**src/rtl/roberto_sched_tx.sv**
```systemverilog
`default_nettype none
// ============================================================================
//  Module   : roberto_sched_tx
//  Purpose  : Scan scheduler for the three ultrasonic channels. Channels are
//             fired one at a time to avoid acoustic crosstalk. Each enabled
//             channel's 3-digit BCD result is streamed over the single shared
//             serial transmitter as four ASCII characters: three digits and a
//             separator. Supports single-shot and continuous scanning.
//  Revision : 1.0 - initial release
// ----------------------------------------------------------------------------
//  Ports
//   clock         in   1   system clock, rising edge
//   reset         in   1   synchronous, active-high, returns block to IDLE
//   ligar         in   1   one-cycle start pulse (already edge-detected)
//   continuo      in   1   1 = repeat scans after INTERVALO_CICLOS
//   habilita      in   3   per-sensor enable mask
//   med_start     out  3   one-cycle start pulse to sensor i
//   med_pronto    in   3   one-cycle done pulse from sensor i
//   med_dado0/1/2 in  12   BCD result {hundreds,tens,units} per sensor
//   tx_partida    out  1   one-cycle transmit request for tx_dado
//   tx_dado       out  7   ASCII character to transmit
//   tx_pronto     in   1   one-cycle pulse, current character fully sent
//   pronto        out  1   one-cycle pulse at the end of each scan
//   timeout_flag  out  3   sticky per-sensor timeout of the last scan
//   db_sensor     out  2   index of the sensor being serviced
//   db_estado     out  4   FSM state code
// ============================================================================
module roberto_sched_tx #(
    parameter int TIMEOUT_CICLOS   = 2_500_000,
    parameter int INTERVALO_CICLOS = 25_000_000
) (
    input  logic        clock,
    input  logic        reset,
    input  logic        ligar,
    input  logic        continuo,
    input  logic [2:0]  habilita,
    output logic [2:0]  med_start,
    input  logic [2:0]  med_pronto,
    input  logic [11:0] med_dado0,
    input  logic [11:0] med_dado1,
    input  logic [11:0] med_dado2,
    output logic        tx_partida,
    output logic [6:0]  tx_dado,
    input  logic        tx_pronto,
    output logic        pronto,
    output logic [2:0]  timeout_flag,
    output logic [1:0]  db_sensor,
    output logic [3:0]  db_estado
);

    // ------------------------------------------------------------------
    // Constants
    // ------------------------------------------------------------------
    localparam int c_MAX_CICLOS = (TIMEOUT_CICLOS > INTERVALO_CICLOS) ?
                                  TIMEOUT_CICLOS : INTERVALO_CICLOS;
    localparam int c_CW         = $clog2(c_MAX_CICLOS) + 1;

    // Last value of the wait counter before the measurement is abandoned.
    localparam logic [c_CW-1:0] c_TO_LAST  = c_CW'(TIMEOUT_CICLOS - 1);

    // The pause is measured from the FIM cycle to the next med_start.
    // SELECIONA and DISPARA consume two of those cycles, so the INTERVALO
    // state itself lasts INTERVALO_CICLOS-2 cycles (counter 0..N-3).
    localparam logic [c_CW-1:0] c_INT_LAST = (INTERVALO_CICLOS >= 3) ?
                                             c_CW'(INTERVALO_CICLOS - 3) :
                                             '0;

    localparam logic [6:0] c_ASCII_0   = 7'h30;
    localparam logic [6:0] c_ASCII_ERR = 7'h3F;  // '?'
    localparam logic [6:0] c_ASCII_SEP = 7'h2C;  // ','
    localparam logic [6:0] c_ASCII_END = 7'h23;  // '#'

    localparam logic [3:0] c_ST_IDLE       = 4'd0;
    localparam logic [3:0] c_ST_SELECIONA  = 4'd1;
    localparam logic [3:0] c_ST_DISPARA    = 4'd2;
    localparam logic [3:0] c_ST_ESPERA_MED = 4'd3;
    localparam logic [3:0] c_ST_CARREGA    = 4'd4;
    localparam logic [3:0] c_ST_TRANSMITE  = 4'd5;
    localparam logic [3:0] c_ST_ESPERA_TX  = 4'd6;
    localparam logic [3:0] c_ST_FIM        = 4'd7;
    localparam logic [3:0] c_ST_INTERVALO  = 4'd8;

    // ------------------------------------------------------------------
    // State and datapath registers
    // ------------------------------------------------------------------
    logic [3:0]      r_estado;
    logic [1:0]      r_sensor;     // 2'd3 means "past the last sensor"
    logic [1:0]      r_char_idx;
    logic [c_CW-1:0] r_cnt;
    logic [11:0]     r_dado;
    logic            r_valido;
    logic [2:0]      r_timeout;
    logic [6:0]      r_tx_dado;

    // ------------------------------------------------------------------
    // Combinational helpers
    // ------------------------------------------------------------------
    logic [2:0]  w_sensor_oh;
    logic        w_pronto_sel;
    logic [11:0] w_dado_sel;
    logic        w_ultimo;
    logic        w_sel_found;
    logic [1:0]  w_sel_idx;
    logic [3:0]  w_nibble;
    logic [6:0]  w_char;

    // One-hot of the current sensor; zero when the index is past the end,
    // which also keeps out-of-range indices away from the 3-bit vectors.
    always_comb begin
        w_sensor_oh  = 3'b000;
        w_pronto_sel = 1'b0;
        w_dado_sel   = 12'h000;
        w_ultimo     = 1'b1;
        case (r_sensor)
            2'd0: begin
                w_sensor_oh  = 3'b001;
                w_pronto_sel = med_pronto[0];
                w_dado_sel   = med_dado0;
                w_ultimo     = ~|habilita[2:1];
            end
            2'd1: begin
                w_sensor_oh  = 3'b010;
                w_pronto_sel = med_pronto[1];
                w_dado_sel   = med_dado1;
                w_ultimo     = ~habilita[2];
            end
            2'd2: begin
                w_sensor_oh  = 3'b100;
                w_pronto_sel = med_pronto[2];
                w_dado_sel   = med_dado2;
                w_ultimo     = 1'b1;
            end
            default: begin
                w_sensor_oh  = 3'b000;
                w_pronto_sel = 1'b0;
                w_dado_sel   = 12'h000;
                w_ultimo     = 1'b1;
            end
        endcase
    end

    // Lowest enabled sensor at or above the current index. Disabled sensors
    // are skipped in a single SELECIONA cycle, so an all-zero mask reaches
    // FIM immediately.
    always_comb begin
        w_sel_found = 1'b0;
        w_sel_idx   = 2'd0;
        for (int i = 2; i >= 0; i--) begin
            if (habilita[i] && (2'(i) >= r_sensor)) begin
                w_sel_found = 1'b1;
                w_sel_idx   = 2'(i);
            end
        end
    end

    // Character for the current index: hundreds, tens, units, separator.
    always_comb begin
        w_nibble = 4'h0;
        w_char   = c_ASCII_ERR;
        case (r_char_idx)
            2'd0:    w_nibble = r_dado[11:8];
            2'd1:    w_nibble = r_dado[7:4];
            2'd2:    w_nibble = r_dado[3:0];
            default: w_nibble = 4'h0;
        endcase
        if (r_char_idx == 2'd3) begin
            w_char = w_ultimo ? c_ASCII_END : c_ASCII_SEP;
        end else if (!r_valido || (w_nibble > 4'd9)) begin
            w_char = c_ASCII_ERR;
        end else begin
            w_char = c_ASCII_0 + {3'b000, w_nibble};
        end
    end

    // ------------------------------------------------------------------
    // Main sequencer
    // ------------------------------------------------------------------
    always_ff @(posedge clock) begin
        if (reset) begin
            r_estado   <= c_ST_IDLE;
            r_sensor   <= 2'd0;
            r_char_idx <= 2'd0;
            r_cnt      <= '0;
            r_dado     <= 12'h000;
            r_valido   <= 1'b0;
            r_timeout  <= 3'b000;
            r_tx_dado  <= 7'h00;
        end else begin
            case (r_estado)
                c_ST_IDLE: begin
                    if (ligar) begin
                        r_estado  <= c_ST_SELECIONA;
                        r_sensor  <= 2'd0;
                        r_timeout <= 3'b000;
                    end
                end

                c_ST_SELECIONA: begin
                    if (w_sel_found) begin
                        r_sensor <= w_sel_idx;
                        r_estado <= c_ST_DISPARA;
                    end else begin
                        r_estado <= c_ST_FIM;
                    end
                end

                c_ST_DISPARA: begin
                    r_cnt    <= '0;
                    r_estado <= c_ST_ESPERA_MED;
                end

                c_ST_ESPERA_MED: begin
                    // A reply on the final counter cycle still counts as valid.
                    if (w_pronto_sel) begin
                        r_dado     <= w_dado_sel;
                        r_valido   <= 1'b1;
                        r_char_idx <= 2'd0;
                        r_estado   <= c_ST_CARREGA;
                    end else if (r_cnt == c_TO_LAST) begin
                        r_timeout  <= r_timeout | w_sensor_oh;
                        r_valido   <= 1'b0;
                        r_char_idx <= 2'd0;
                        r_estado   <= c_ST_CARREGA;
                    end else begin
                        r_cnt <= r_cnt + 1'b1;
                    end
                end

                c_ST_CARREGA: begin
                    r_tx_dado <= w_char;
                    r_estado  <= c_ST_TRANSMITE;
                end

                c_ST_TRANSMITE: begin
                    r_estado <= c_ST_ESPERA_TX;
                end

                c_ST_ESPERA_TX: begin
                    if (tx_pronto) begin
                        if (r_char_idx != 2'd3) begin
                            r_char_idx <= r_char_idx + 2'd1;
                            r_estado   <= c_ST_CARREGA;
                        end else begin
                            // From sensor 2 this wraps to 3 = no more sensors.
                            r_sensor <= r_sensor + 2'd1;
                            r_estado <= c_ST_SELECIONA;
                        end
                    end
                end

                c_ST_FIM: begin
                    r_cnt    <= '0;
                    r_estado <= continuo ? c_ST_INTERVALO : c_ST_IDLE;
                end

                c_ST_INTERVALO: begin
                    if (r_cnt == c_INT_LAST) begin
                        r_sensor  <= 2'd0;
                        r_timeout <= 3'b000;
                        r_estado  <= c_ST_SELECIONA;
                    end else begin
                        r_cnt <= r_cnt + 1'b1;
                    end
                end

                default: begin
                    r_estado <= c_ST_IDLE;
                end
            endcase
        end
    end

    // ------------------------------------------------------------------
    // Moore outputs
    // ------------------------------------------------------------------
    assign med_start    = (r_estado == c_ST_DISPARA) ? w_sensor_oh : 3'b000;
    assign tx_partida   = (r_estado == c_ST_TRANSMITE);
    assign pronto       = (r_estado == c_ST_FIM);
    assign tx_dado      = r_tx_dado;
    assign timeout_flag = r_timeout;
    assign db_sensor    = r_sensor;
    assign db_estado    = r_estado;

endmodule
`default_nettype wire

```
**config.mk**
```make
export PLATFORM = sky130hd
export DESIGN_NAME = roberto_sched_tx
export DESIGN_NICKNAME = d
export VERILOG_FILES = /design/src/rtl/roberto_sched_tx.sv
export SDC_FILE = /design/constraint.sdc
export NUM_CORES = 1
export LEC_CHECK = 0
export CAP_MARGIN = 20
export CELL_PAD_IN_SITES_DETAIL_PLACEMENT = 2
export CELL_PAD_IN_SITES_GLOBAL_PLACEMENT = 2
export CORE_MARGIN = 1.5
export CORE_UTILIZATION = 32
export DETAILED_ROUTE_END_ITERATION = 16
export MAX_ROUTING_LAYER = met4
export PLACE_DENSITY_LB_ADDON = 0.1
export SLEW_MARGIN = 20
export SYNTH_ARGS = -nofsm -noshare
export SYNTH_HDL_FRONTEND = slang
export SYNTH_SLANG_ARGS = --single-unit
```
**constraint.sdc**
```tcl
create_clock -name clock -period 3.6 [get_ports clock]
set_clock_uncertainty 0.1 [all_clocks]
set_input_delay 0.54 -clock clock [delete_from_list [all_inputs] [get_ports clock]]
set_output_delay 0.54 -clock clock [all_outputs]
set_load 0.01 [all_outputs]
```
Word-level counts from Yosys, hierarchy flattened
Cells that the tools add are included.

Bits in registers: 57. Output and inout bits: 21. Word-level logic and storage cells: 114.

Add/subtract/negate cells: 4. $lt $le $gt $ge: 4. Equality and inequality tests: 27. Muxes and demuxes: 46. Bitwise gates (word level): 2. Reductions and logical operators: 23.

Operators by type and width (number): two-way mux 26 bit (3); case mux 26 bit (3 select lines) (1); case mux 12 bit (3 select lines) (1); case mux 4 bit (9 select lines) (1); two-way mux 4 bit (7); adder 26 x 1 -> 26 bit (second input constant) (1); equality test 26 x 22 -> 1 bit (second input constant) (1); equality test 26 x 25 -> 1 bit (second input constant) (1); two-way mux 2 bit (12); != test 2 bit (second input constant) (11); two-way mux 3 bit (7); case mux 3 bit (3 select lines) (2); equality test 4 x 3 -> 1 bit (second input constant) (4); two-way mux 7 bit (2); case mux 4 bit (3 select lines) (1); AND reduction 4 bit (3); equality test 4 x 2 -> 1 bit (second input constant) (2); case mux 2 bit (4 select lines) (1); adder 6 x 4 -> 7 bit (first input constant) (1); equality test 2 bit (second input constant) (3); AND reduction 6 bit (1); nonzero test 3 bit (2); two-way mux 1 bit (5); AND reduction 5 bit (1); other kinds (22) (32).

Depth between registers and ports, before layout
Depth after elaboration: 7. Depth in mapped cells: 10.

Worst setup path before layout
Ideal clock, no wire load.

Path kind: reg2reg. From: register r_sensor[1] (netlist: db_sensor[1]). To: register r_cnt[20]. Setup time: 0.116 ns. Arrival time: 2.264 ns. Required time: 3.384 ns. Slack: 1.120 ns. Cell stages (with the launch flop): 11. Path buffers: 2. Clock period less this slack: 2.480 ns. Cells stage by stage: dfxtp_1 -> inv_1 -> ha_1 -> buf_2 -> a222oi_1 -> nor3b_2 -> nand3b_4 -> buf_6 -> a21oi_4 -> a31oi_1 -> a41o_1.

Cells in the longest elaborated chain, start to end: 4. Elaborated cells between the ends (all ways): 6. Classes of those cells: eq/ne: 3; mux: 1; reduce/logical: 2.

RTL lines: start: declaration (RTL line 87) `logic [1:0] r_sensor; // 2'd3 means "past the last sensor"`; start signal: assignment (RTL line 200) `r_sensor <= w_sel_idx;`; start signal: assignment (RTL line 245) `r_sensor <= r_sensor + 2'd1;`; equality test 2 bit (tied with other cells) (RTL line 114) `case (r_sensor)`; case mux 1 bit (3 select lines) (*) (RTL line 114); != test 2 bit (no line) (*); AND reduction 4 bit (no line) (*); end signal: assignment (RTL line 225) `r_cnt <= r_cnt + 1'b1;`; end signal: assignment (RTL line 262) `r_cnt <= r_cnt + 1'b1;`; end: declaration (RTL line 89) `logic [c_CW-1:0] r_cnt;`.

Mark *: on every way between the ends. The rest lies on a longest branch, timed or not. A chain may end at the register's enable or synchronous reset.

Worst setup path in the final report
From: register r_sensor[0] (netlist: db_sensor[0]). To: register r_cnt[9].

Same word-level chain as after synthesis.

==> results.yml <==
clock_tree:
  cts_resized: 0
  clock-sinks: 56
  clockBufferDepth: 2
  postCtsHoldBufs: 0
  root_buffer: "clkbuf_8"
  cts_tree: "done"
  clkTransAtPathRegs_ns: 0.12
  insertion_delay_ns: 0.33
  h-tree-depth: 2
  cts_made_buffers: 5
  post-cts-setup-buffers: 0
timing:
  fin_crit_ns: 3.205
  fin_crit_sh: 0.8903
  fmax_mhz: 312.0
  hold_violations: 0
  fin_setup_tns_ns: 0
  setup_violations: 0
  drv_slew: 0
  maxSlewHeadroom: 0.4504
  tightestPinTransition_ns: 0.8169
  rsz0062_at_grt: "false"
critical_path:
  r2r_end: "r_cnt[9]$_SDFFE_PP0P_"
  path_class: "reg2reg"
  cp.arrival_ns: 3.34
  end_kind: "flip-flop"
  worst_r2r_path_depth: 8
  r2r-start: "db_sensor[0]$_SDFFE_PP0P_"
  rrSetupSlack_ns: 0.40
  critPathLaunchType: "flip-flop"
  path_max_fanout: 15
  required_ns: 3.74
global_routing:
  grt_pass1_wl_um: 18620
  grt_max_degree: 27
  antenna_found_initial: 0
  grt_pass1_vias: 3557
  grt.overflow.total: 0
  grt_usage: 0.2320
final_layout:
  area_growth_pct: 26.42
  final_area_mm2: 0.004078
  nets: 506
  seqCellArea_mm2: 0.001121
  fin_util: 0.4172
  num-fill-cells: 1146
  multi_input_area_mm2: 0.001946
  final_layout_size_suffix_gt1_frac: 0.05345
  n_antenna_cell: 0
floorplan:
  die_area_mm2: 0.01069
  die_w_um: 103.4
  core-area_mm2: 0.009774
  start_util: 0.3300
  pin_count: 68
  die_h_um: 103.4
  num_rows: 36
yosys:
  postSynthAreaPerCell_um2: 8.187
  netlist.area_leader.share: 0.3476
  ys_async_sr_fraction: 0
  ys_types: 59
  syn_area_mm2: 0.003226
  ys.flop_type: "dfxtp_1"
  synth_warnings: 0
  yosysSeqAreaShare: 0.3476
  synth_seq_cells: 56
  synth_edf_count: 0
  postSynthCellCount: 394
  synthTopCellsByArea: "dfxtp_1 (35%), nor2_1 (6.3%), a222oi_1 (5.3%)"
  synth_top_cell_by_area: "dfxtp_1"
  mappedNetlistNets: 452
detailed_routing:
  first_iter_violations: 100
  ant_nets: 0
  wl_per_cell_um: 19.22
  drc: 0
  first_pass_iters: 5
  vias_per_cell: 5.625
  routed_wl_um: 11190
  vias: 3274
power_and_ir_drop:
  swShare: 0.4090
  leakage_nw: 1.388
  p_per_area_mw_per_mm2: 518.9
  clockPowerShare: 0.185
  seqPwrFrac: 0.380
  p_sw_mw: 0.8654
  finalPower_mw: 2.116
  p_int_mw: 1.250
  ir_worst_vdd_mv: 0.2102
  p_comb_frac: 0.435
flow_run:
  drv_cap: 0
place:
  placed_area_mm2: 0.003980
  io_buffers: 66
  dpl.hpwl_um: 8591
  gp_congestion: 0.8579
min_path:
  hold_path_end: "tx_dado[5]$_SDFFE_PP0P_"
  hold_path.class: "reg2reg"
  min_path_cells: 2
  min_from: "tx_dado[5]$_SDFFE_PP0P_"
run_status:
  status: "completed"
## kinds of logic after synthesis
logic type / synth area share
AND/OR/NAND/NOR: 0.2797
AO/OA/AOI/OAI: 0.2378
flip-flops: 0.3476
buffers and inverters: 0.04926
XOR/XNOR: 0.03258
adder cells (fa/ha/maj): 0.04267
multiplexers: 0.009310
other: 0.001163
## per-stage QoR
step	setup WS [ns]	std cells	hold slack (ns)
3_5_place_dp	0.4418	574	0.3868
2_1_floorplan	1.120	394	0.3647
6_report	0.3951	582	0.4026
4_1_cts	0.4154	582	0.4076
5_1_grt	0.1209	582	0.4319
3_3_place_gp	0.5817	574	0.3542
## worst max path at each step
stage	cells past startpoint	from	to	slack, ns
after floorplan	10	db_sensor[1]$_SDFFE_PP0P_	r_cnt[20]$_SDFFE_PP0P_	1.12
after global placement	8	db_sensor[0]$_SDFFE_PP0P_	r_cnt[9]$_SDFFE_PP0P_	0.58
after detailed placement	8	db_sensor[0]$_SDFFE_PP0P_	r_cnt[25]$_SDFFE_PP0P_	0.44
after CTS	8	db_sensor[0]$_SDFFE_PP0P_	r_cnt[9]$_SDFFE_PP0P_	0.42
after global routing	8	db_sensor[0]$_SDFFE_PP0P_	r_cnt[2]$_SDFFE_PP0P_	0.12
final	8	db_sensor[0]$_SDFFE_PP0P_	r_cnt[9]$_SDFFE_PP0P_	0.40
## placed cells by master, fill, tap and decap left out, types with 3 or more instances in the layout
master	netlist	routed
clkbuf_8	0	5
nand3_1	11	11
mux2i_1	3	3
ha_1	11	11
o21a_1	4	4
a41o_1	4	4
nor2_1	54	54
dfxtp_1	56	56
a222oi_1	17	17
a31o_2	3	3
and3_1	6	6
clkdlybuf4s50_1	0	66
a31oi_1	12	12
xnor2_1	11	11
nor4_1	7	7
a211oi_1	17	17
nand2b_1	10	10
nand2_1	26	26
nor3_1	14	14
nand4_1	13	13
inv_1	13	13
o21ai_0	3	3
nor2b_1	6	6
or3_1	5	5
buf_4	1	5
nand3b_1	3	3
a21oi_1	23	23
## flip-flops by register name, summed over array words and instances, names as in the netlist
register,count
r_cnt,26
r_char_idx,2
db_estado,4
r_valido,1
timeout_flag,3
r_dado,12
tx_dado,6
db_sensor,2
## per-layer routing
metal	track usage	vias up	part of all wire
li1	-	1587	-
met1	0.2669	1629	0.42
met2	0.4198	48	0.54
met3	0.02890	10	0.031
met4	0.06965	0	0.014
met5	-	-	0
## power by group through the flow
stage | clock network [mW] | registers (mW) | logic [mW]
after floorplan | 0 | 0.792 | 0.594
after global placement | 0 | 0.815 | 0.898
after detailed placement | 0 | 0.819 | 0.927
after CTS | 0.411 | 0.806 | 0.935
after global routing | 0.433 | 0.824 | 1.03
final | 0.391 | 0.804 | 0.920
## final cells by class
type / count / area share
clock inverter: 3 / 0.007057
timing repair buffer: 71 / 0.1712
tap: 133 / 0.04081
multi-input combinational: 301 / 0.4771
sequential: 56 / 0.2749
inverter: 13 / 0.01197
clock buffer: 5 / 0.01688
## cell usage after synthesis (2+ instances only)
cell type,n
clkbuf_1,15
a211oi_1,17
a31o_2,3
buf_2,7
ha_1,11
nor2_1,54
or3_1,5
o21ai_0,3
mux2i_1,3
o22ai_1,2
xnor2_1,11
nor4_1,7
nor3b_1,2
and4_1,2
inv_1,13
nand2b_1,10
a31oi_1,12
o211ai_1,2
nand3b_1,3
nand3_1,11
a22oi_1,2
o21a_1,4
nor2b_1,6
nor4bb_1,2
a21o_1,2
nand4_1,13
and3_1,6
nor3_1,14
a222oi_1,17
nand2_1,26
dfxtp_1,56
a21oi_1,23
a41o_1,4
## critical path, stage by stage (launching register included)
cell and delay [ns]:
dfxtp_1 0.45, inv_1 0.12, ha_1 0.43, a222oi_1 0.71, nor3b_2 0.11, nand3b_4 0.30
a21oi_2 0.50, a31oi_1 0.16, a41o_1 0.22
Note: power is estimated with default switching activity, not from simulation.
